`src/rtl/chi_pkg.sv`:
```
// Shared constants and FSM state encoding for the slice chi stage.
// The row-mix sub-module and the stage top both import this package.
package chi_pkg;

   localparam int LINE_W   = 25;
   localparam int ROW_W    = 5;
   localparam int ROWS     = 5;
   localparam int IOTA_BIT = 12;

   typedef enum logic [1:0] {
      IDLE  = 2'd0,
      RUN   = 2'd1,
      DRAIN = 2'd2,
      DONE  = 2'd3
   } state_t;

endpackage

```
`src/rtl/slice_chi_stage_if.sv`:
```
// Handshake bundle between the slice permutation front end (master) and the chi stage (slave).
// It carries frame start, the input slice stream, the output slice stream and the frame status.
interface slice_chi_stage_if #(
   parameter int CNT_W = 6
);
   import chi_pkg::*;

   logic              start;
   logic [LINE_W-1:0] in_line;
   logic              in_valid;
   logic              in_ready;
   logic [LINE_W-1:0] out_line;
   logic              out_valid;
   logic              out_ready;
   logic              out_last;
   logic [CNT_W-1:0]  slice_idx;
   logic              busy;
   logic              frame_done;

   modport master (
      output start, in_line, in_valid, out_ready,
      input  in_ready, out_line, out_valid, out_last, slice_idx, busy, frame_done
   );

   modport slave (
      input  start, in_line, in_valid, out_ready,
      output in_ready, out_line, out_valid, out_last, slice_idx, busy, frame_done
   );

endinterface

```
`src/rtl/chi_row.sv`:
```
// Nonlinear row mix for one 5-bit row of a slice.
// Column indices wrap within the row.
module chi_row
   import chi_pkg::*;
(
   input  logic [ROW_W-1:0] i_row,
   output logic [ROW_W-1:0] o_row
);

   for (genvar c = 0; c < ROW_W; c++) begin : g_col
      assign o_row[c] = i_row[c] ^ (~i_row[(c + 1) % ROW_W] & i_row[(c + 2) % ROW_W]);
   end

endmodule

```
`src/rtl/slice_chi_stage.sv`:
```
// Chi stage: takes one frame of permuted slices, applies the row mix and registers each result.
// Optional macro CHI_IOTA_EN adds the rc port and XORs rc[z] into bit IOTA_BIT of slice z.
module slice_chi_stage
   import chi_pkg::*;
#(
   parameter int SLICES = 64,
   parameter int CNT_W  = 6
) (
   input logic                clk,
   input logic                rst,
`ifdef CHI_IOTA_EN
   input logic [SLICES-1:0]   rc,
`endif
   slice_chi_stage_if.slave   bus
);

   state_t            r_state;
   logic [CNT_W-1:0]  r_cnt;
   logic [LINE_W-1:0] r_out_line;
   logic              r_out_valid;
   logic              r_out_last;
   logic [CNT_W-1:0]  r_slice_idx;

   logic [LINE_W-1:0] w_chi;
   logic [LINE_W-1:0] w_next_line;
   logic              w_in_ready;
   logic              w_in_fire;
   logic              w_out_fire;
   logic              w_last_in;

   for (genvar r = 0; r < ROWS; r++) begin : g_row
      chi_row u_chi_row (
         .i_row (bus.in_line[r*ROW_W +: ROW_W]),
         .o_row (w_chi[r*ROW_W +: ROW_W])
      );
   end

`ifdef CHI_IOTA_EN
   logic [SLICES-1:0] r_rc;

   always_ff @(posedge clk or negedge rst) begin
      if (!rst) begin
         r_rc <= '0;
      end else if (r_state == IDLE && bus.start) begin
         r_rc <= rc;
      end
   end

   // NOTE: every always_comb output gets a full default first, so no path can infer a latch.
   always_comb begin
      w_next_line           = w_chi;
      w_next_line[IOTA_BIT] = w_chi[IOTA_BIT] ^ r_rc[r_cnt];
   end
`else
   assign w_next_line = w_chi;
`endif

   assign w_in_ready = (r_state == RUN) && (!r_out_valid || bus.out_ready);
   assign w_in_fire  = w_in_ready && bus.in_valid;
   assign w_out_fire = r_out_valid && bus.out_ready;
   assign w_last_in  = (r_cnt == CNT_W'(SLICES - 1));

   // NOTE: sequential state uses non-blocking assignments so every register samples pre-edge values.
   always_ff @(posedge clk or negedge rst) begin
      if (!rst) begin
         r_state     <= IDLE;
         r_cnt       <= '0;
         r_out_line  <= '0;
         r_out_valid <= 1'b0;
         r_out_last  <= 1'b0;
         r_slice_idx <= '0;
      end else begin
         case (r_state)
            IDLE: begin
               if (bus.start) begin
                  r_state <= RUN;
                  r_cnt   <= '0;
               end
            end
            RUN: begin
               // A new accept overrides a concurrent output handshake: out_valid stays high.
               if (w_in_fire) begin
                  r_out_line  <= w_next_line;
                  r_out_valid <= 1'b1;
                  r_out_last  <= w_last_in;
                  r_slice_idx <= r_cnt;
                  if (w_last_in) r_state <= DRAIN;
                  else           r_cnt   <= r_cnt + 1'b1;
               end else if (w_out_fire) begin
                  r_out_valid <= 1'b0;
                  r_out_last  <= 1'b0;
               end
            end
            DRAIN: begin
               if (w_out_fire && r_out_last) begin
                  r_out_valid <= 1'b0;
                  r_out_last  <= 1'b0;
                  r_state     <= DONE;
               end
            end
            DONE:    r_state <= IDLE;
            default: r_state <= IDLE;
         endcase
      end
   end

   assign bus.in_ready   = w_in_ready;
   assign bus.out_line   = r_out_line;
   assign bus.out_valid  = r_out_valid;
   assign bus.out_last   = r_out_last;
   assign bus.slice_idx  = r_slice_idx;
   assign bus.busy       = (r_state == RUN) || (r_state == DRAIN);
   assign bus.frame_done = (r_state == DONE);

endmodule

```
`src/flat_wrapper.sv`:
```
// flat-port wrapper written by rule: the top's interface ports become plain ports
module slice_chi_stage_flat import chi_pkg::*;
#(
   parameter int SLICES = 64,
   parameter int CNT_W  = 6
)
  (clk, rst, bus_start, bus_in_line, bus_in_valid, bus_out_ready, bus_in_ready, bus_out_line, bus_out_valid, bus_out_last, bus_slice_idx, bus_busy, bus_frame_done);
  slice_chi_stage_if #(.CNT_W(CNT_W)) bus_i ();
  input logic clk;
  input logic rst;
  input wire logic [$bits(bus_i.start)-1:0] bus_start;
  input wire logic [$bits(bus_i.in_line)-1:0] bus_in_line;
  input wire logic [$bits(bus_i.in_valid)-1:0] bus_in_valid;
  input wire logic [$bits(bus_i.out_ready)-1:0] bus_out_ready;
  output wire logic [$bits(bus_i.in_ready)-1:0] bus_in_ready;
  output wire logic [$bits(bus_i.out_line)-1:0] bus_out_line;
  output wire logic [$bits(bus_i.out_valid)-1:0] bus_out_valid;
  output wire logic [$bits(bus_i.out_last)-1:0] bus_out_last;
  output wire logic [$bits(bus_i.slice_idx)-1:0] bus_slice_idx;
  output wire logic [$bits(bus_i.busy)-1:0] bus_busy;
  output wire logic [$bits(bus_i.frame_done)-1:0] bus_frame_done;
  assign bus_i.start = bus_start;
  assign bus_i.in_line = bus_in_line;
  assign bus_i.in_valid = bus_in_valid;
  assign bus_i.out_ready = bus_out_ready;
  assign bus_in_ready = bus_i.in_ready;
  assign bus_out_line = bus_i.out_line;
  assign bus_out_valid = bus_i.out_valid;
  assign bus_out_last = bus_i.out_last;
  assign bus_slice_idx = bus_i.slice_idx;
  assign bus_busy = bus_i.busy;
  assign bus_frame_done = bus_i.frame_done;
  slice_chi_stage #(.SLICES(SLICES), .CNT_W(CNT_W)) u_core (.clk(clk), .rst(rst), .bus(bus_i));
endmodule
```
`config.mk`:
```
export PLATFORM = sky130hd
export DESIGN_NAME = slice_chi_stage_flat
export DESIGN_NICKNAME = d
export VERILOG_FILES = /design/src/rtl/chi_pkg.sv /design/src/rtl/slice_chi_stage_if.sv /design/src/rtl/chi_row.sv /design/src/rtl/slice_chi_stage.sv /design/src/flat_wrapper.sv
export SDC_FILE = /design/constraint.sdc
export NUM_CORES = 1
export LEC_CHECK = 0
export CAP_MARGIN = 20
export CORE_ASPECT_RATIO = 0.6
export CORE_MARGIN = 5
export CORE_UTILIZATION = 42
export CTS_CLUSTER_DIAMETER = 30
export DETAILED_ROUTE_END_ITERATION = 6
export GPL_ROUTABILITY_DRIVEN = 0
export HOLD_SLACK_MARGIN = 0.02
export PLACE_DENSITY = 0.77
export SETUP_SLACK_MARGIN = 0.3
export SYNTH_ARGS = -nofsm -noshare
export SYNTH_HDL_FRONTEND = slang
export SYNTH_SLANG_ARGS = --single-unit
```
`constraint.sdc`:
```
create_clock -name clk -period 1.7 [get_ports clk]
set_input_delay 0.34 -clock clk [delete_from_list [all_inputs] [get_ports clk]]
set_output_delay 0.34 -clock clk [all_outputs]
set_load 0.03 [all_outputs]
```
# --- Word-level counts from Yosys, hierarchy flattened ---
# Cells that the tools add are included.
classes:
  n_addsub: 1
  n_eq_ne: 10
  muxes: 15
  bitwise: 75
  reduce_logical: 14
ops:
  columns: ["cell", "n"]
  rows:
  - ["$and A1 B1 Y1", 25]
  - ["$not A1 Y1", 25]
  - ["$xor A1 B1 Y1", 25]
  - ["$mux W6", 3]
  - ["$pmux W6 S2", 1]
  - ["$mux W2", 4]
  - ["$pmux W2 S4", 1]
  - ["$reduce_and A4 Y1", 2]
  - ["$add A6 B1 Y6 const B", 1]
  - ["$eq A6 B6 Y1 const B", 1]
  - ["$ne A2 B1 Y1 const B", 3]
  - ["$eq A2 B2 Y1 const B", 2]
  - ["$logic_and A1 B1 Y1", 4]
  - ["$mux W1", 4]
  - ["$ne A2 B2 Y1 const B", 2]
  - ["$pmux W1 S2", 2]
  - ["$reduce_bool A2 Y1", 2]
  - ["$ne A3 B1 Y1 const B", 1]
  - ["$reduce_and A3 Y1", 1]
  - ["$eq A2 B1 Y1 const B", 1]
  - ["$logic_not A2 Y1", 1]
  - ["$logic_or A1 B1 Y1", 2]
  - ["$reduce_and A2 Y1", 1]
  - ["$logic_not A1 Y1", 1]
word_totals:
  regBits: 41
  wordCells: 121

# --- Logic depth before layout (Yosys ltp) ---
logic_depth:
  ltp_word: 6
  ltp_mapped: 7

# --- Hierarchy ---
# Synthesis repeated with hierarchy kept, for this count alone.
hier_totals:
  hier_cells: 261
  hier_area_um2: 2232.1
modules_own_cells:
  columns: ["mod", "instances", "cells_each", "area_per_inst_um2"]
  rows:
  - ["slice_chi_stage", 1, 211, 1856.8]
  - ["chi_row", 5, 10, 75.1]

# --- Worst setup path before layout ---
# Ideal clock, no wire load.
synth_path:
  kind: "reg-to-reg"
  from: "register u_core.r_state[1]"
  to: "register u_core.r_cnt[4]"
  t_arrival_ps: 1484
  t_required_ps: 1570
  path_slack_ps: 86
  stages_incl_launch_ff: 8
  path_buffers: 1
  cell_sequence: "dfrtp_1 inv_1 ha_1 buf_4 mux2_2 and3_1 a31oi_1 a21oi_1"
synth_between:
  elab_chain_cells: 5
synth_rtl:
  columns: ["element", "line_no", "text"]
  rows:
  - ["start, declared", "slice_chi_stage.sv:17", "state_t r_state;"]
  - ["start signal, assigned", "slice_chi_stage.sv:66", "r_state <= IDLE;"]
  - ["start signal, assigned", "slice_chi_stage.sv:76", "r_state <= RUN;"]
  - ["start signal, assigned", "slice_chi_stage.sv:87", "if (w_last_in) r_state <= DRAIN;"]
  - ["$eq A2 B1 Y1", "slice_chi_stage.sv:58, slice_chi_stage.sv:73", null]
  - ["$logic_and A1 B1 Y1", "slice_chi_stage.sv:58", "assign w_in_ready = (r_state == RUN) && (!r_out_valid || bus.out_ready);"]
  - ["$logic_and A1 B1 Y1", "slice_chi_stage.sv:59", "assign w_in_fire = w_in_ready && bus.in_valid;"]
  - ["$ne A2 B1 Y1 (no source line)", null, null]
  - ["$reduce_and A4 Y1 (no source line)", null, null]
  - ["end signal, assigned", "slice_chi_stage.sv:88", "else r_cnt <= r_cnt + 1'b1;"]
  - ["end, declared", "slice_chi_stage.sv:18", "logic [CNT_W-1:0] r_cnt;"]
# Parallel ways exist; a longest one is shown, timed or not.
# A chain may end at the register's enable or synchronous reset.

# --- Worst setup path in the final report ---
# Ends and elaborated chain as after synthesis.

==> results.py <==
metrics = {
    "placement": {
        "portBuffers": 65,
        "place_ws_ps": -120,
        "hpwl_um": 4010,
        "place_inst": 366,
        "placed_area_um2": 3020,
    },
    "yosys": {
        "yosys.cell_count.top_type": "nand2_1",
        "syn_avg_cell_area_um2": 9.49,
        "seq_area_frac_synth_pct": 47.0,
        "synth_common_cells": "nand2_1 (53), dfrtp_1 (41), nor2b_1 (28), o21ai_0 (27), xnor2_1 (25)",
        "synth_area_leader_cell": "dfrtp_1",
        "synth_cells": 230,
        "syn_area_um2": 2180,
        "ys_types": 38,
        "ys_warn_count": 0,
        "ys_top_cells_by_area": "dfrtp_1 (47%), xnor2_1 (10%), nand2_1 (9.1%)",
        "synthArstFlopShare_pct": 100,
        "synth_edf_count": 0,
        "syn-num-nets": 266,
        "synth_ff_type": "dfrtp_1",
        "ys_seq_elements": 41,
        "yosysTopAreaCellShare_pct": 47.0,
    },
    "timing": {
        "holdWs_ps": 491,
        "finClkSkew_ps": 7.71,
        "worst_slack_ps": 46.5,
        "fmax_mhz": 605,
        "finalHoldViolations": 0,
        "final.setup.tns_ps": 0,
        "worstMarginPinSlew_ps": 498,
        "post-route-period-util_pct": 97.3,
        "rsz0062_at_grt": "yes",
        "slew_headroom_pct": 66.8,
        "finalSetupViolCount": 0,
        "slew_viol_final": 0,
        "min_period_ps": 1650,
    },
    "finish": {
        "final_util_pct": 75.7,
        "num_antenna_cells": 0,
        "stdcell_area_um2": 3830,
        "multi_input_area_um2": 1490,
        "fin_cells": 402,
        "layout-drive-gt1-share_pct": 47.3,
        "nFillCells": 339,
        "register_area_um2": 1030,
        "layout.nets": 373,
        "syn_to_final_growth_pct": 75.3,
    },
    "route": {
        "dr.pass1.iters": 4,
        "drc": 0,
        "dr_wl_met3_um": 387,
        "drtIter0Drc": 60,
        "dr_total_vias": 2093,
        "postRouteAntennaNets": 0,
        "m1WireLength_um": 2810,
        "wl_met2_um": 3240,
        "drt_wl_total_um": 6560,
        "wire_per_inst_um": 16.3,
        "vias_per_cell": 5.21,
        "top_layer_used": "met4",
    },
    "floorplan": {
        "die_w_um": 103,
        "rows": 20,
        "coreArea_um2": 5050,
        "dieArea_um2": 6790,
        "ioPinCount": 66,
        "initial_core_util_pct": 43.2,
        "die_h_um": 65.9,
    },
    "grt": {
        "grt_pass1_wl_um": 9820,
        "overflow": 0,
        "grt_max_degree": 24,
        "track_usage_pct": 18.5,
        "grt_pass1_vias": 2013,
        "antenna_found_initial": 0,
    },
    "pwr": {
        "p_leak_nw": 1.69,
        "powerDensity_nw_per_um2": 1780,
        "total_power_mw": 6.82,
        "vdd_ir_drop_max_mv": 0.878,
    },
    "critical_path": {
        "critPathRequiredTime_ps": 1870,
        "critPathTopFamily": "flip-flops",
        "cp-end-kind": "register",
        "crit_slowest_cell": "dfrtp_1",
        "rr_worst_depth": 7,
        "critPathArrivalTime_ps": 1830,
        "cp_cell_sequence": "inv_2 > buf_12 > ha_4 > mux2_4 > and3_4 > a31oi_2 > a21oi_2",
        "worst-path-stages": 7,
        "cp_num_buf_inv": 2,
        "path_class": "reg2reg",
        "critPathMaxFanout": 4,
        "slowest_delay_ps": 410,
        "cp-start-kind": "register",
    },
    "job": {
        "max_cap_violations": 0,
    },
    "clocking": {
        "root_buffer": "clkbuf_8",
        "clk_path_buf_depth": 2,
        "clk_latency_ps": 290,
        "path_clk_slew_ps": 80,
        "cts_tree": "yes",
        "clock_sinks": 41,
        "numCtsBuffers": 5,
        "htree_levels": 2,
    },
    "run_status": {
        "status": "finished clean",
    },
    "hold_path": {
        "holdPathStages": 2,
        "hold_path_class": "reg2reg",
    },
}
-- flip-flops by register name, indices dropped and copies added, names as in the netlist --
register,cells
u_core.r_state,2
u_core.r_cnt,6
u_core.bus.slice_idx,6
u_core.bus.out_valid,1
u_core.bus.out_line,25
u_core.bus.out_last,1
-- placed cells by master (no fill, tap or decap), drive strengths merged, types with 2 or more instances in the layout --
master         count
a21oi              2
and3               2
buf               44
clkbuf            33
clkdlybuf4s15      7
clkdlybuf4s50     27
dfrtp             41
ha                 6
inv                3
mux2               2
mux2i              2
nand2             53
nand3              5
nand3b             2
nor2               2
nor2b             28
nor3b              2
o211ai             2
o21ai             28
o311ai             3
o31ai              2
xnor2             25
-- worst reg2reg max path, cell delays in order (launching register included) --
cell and delay [ps]:
dfrtp_1 410, inv_2 110, buf_12 110, ha_4 160, mux2_4 330, and3_4 180
a31oi_2 200, a21oi_2 50
-- power by group --
| part | total, mW | internal, mW | switching [mW] |
|---|---|---|---|
| clock | 0.592 | 0.271 | 0.322 |
| combinational | 4.36 | 2.07 | 2.29 |
| sequential | 1.86 | 1.42 | 0.446 |
| total | 6.82 | 3.76 | 3.05 |
-- cells by family after synthesis --
family          share of synthesized area (%)
simple gates                             22.6
mux                                      2.12
compound gates                           12.6
xor+xnor                                 10.0
fa+ha+maj                                3.44
flops                                    47.0
buf+inv                                  2.29
-- timing repair --
item | in CTS | in global routing
cloned | 6 | 3
hold buffers | 1 | 0
pin swaps | 23 | 34
setup endpoints to repair | 67 | 76
setup buffers | 13 | 7
resized for setup | 105 | 135
endpoints found under the hold margin | 7 | 0
-- area by class of cell --
type / instances / area share [%]
Clock buffer: 5 / 1.80
Clock inverter: 1 / 0.131
Inverter: 3 / 0.294
Multi-Input combinational cell: 178 / 38.8
Sequential cell: 41 / 26.9
Tap cell: 66 / 2.16
Timing Repair Buffer: 108 / 29.9
-- worst paths after layout --
| check | startpoint | slack, ps | end |
|---|---|---|---|
| setup / recovery | u_core.r_state[1] | 50 | u_core.r_cnt[4] |
| setup reg to reg | u_core.r_state[1] | 50 | u_core.r_cnt[4] |
| min in group asynchronous | rst | 550 | u_core.bus.slice_idx[1] |
| max in group asynchronous | rst | 650 | u_core.bus.out_line[11] |
| hold reg to reg | u_core.bus.out_line[13] | 490 | u_core.bus.out_line[13] |
| hold / removal | u_core.bus.out_line[13] | 490 | u_core.bus.out_line[13] |
-- per-layer routing --
metal | vias up | global-route usage, %
met5 | - | 0
met2 | 60 | 30.7
li1 | 998 | -
met1 | 1023 | 24.8
met4 | 0 | 4.36
met3 | 12 | 3.79
Power figures use the tool's default switching activity.
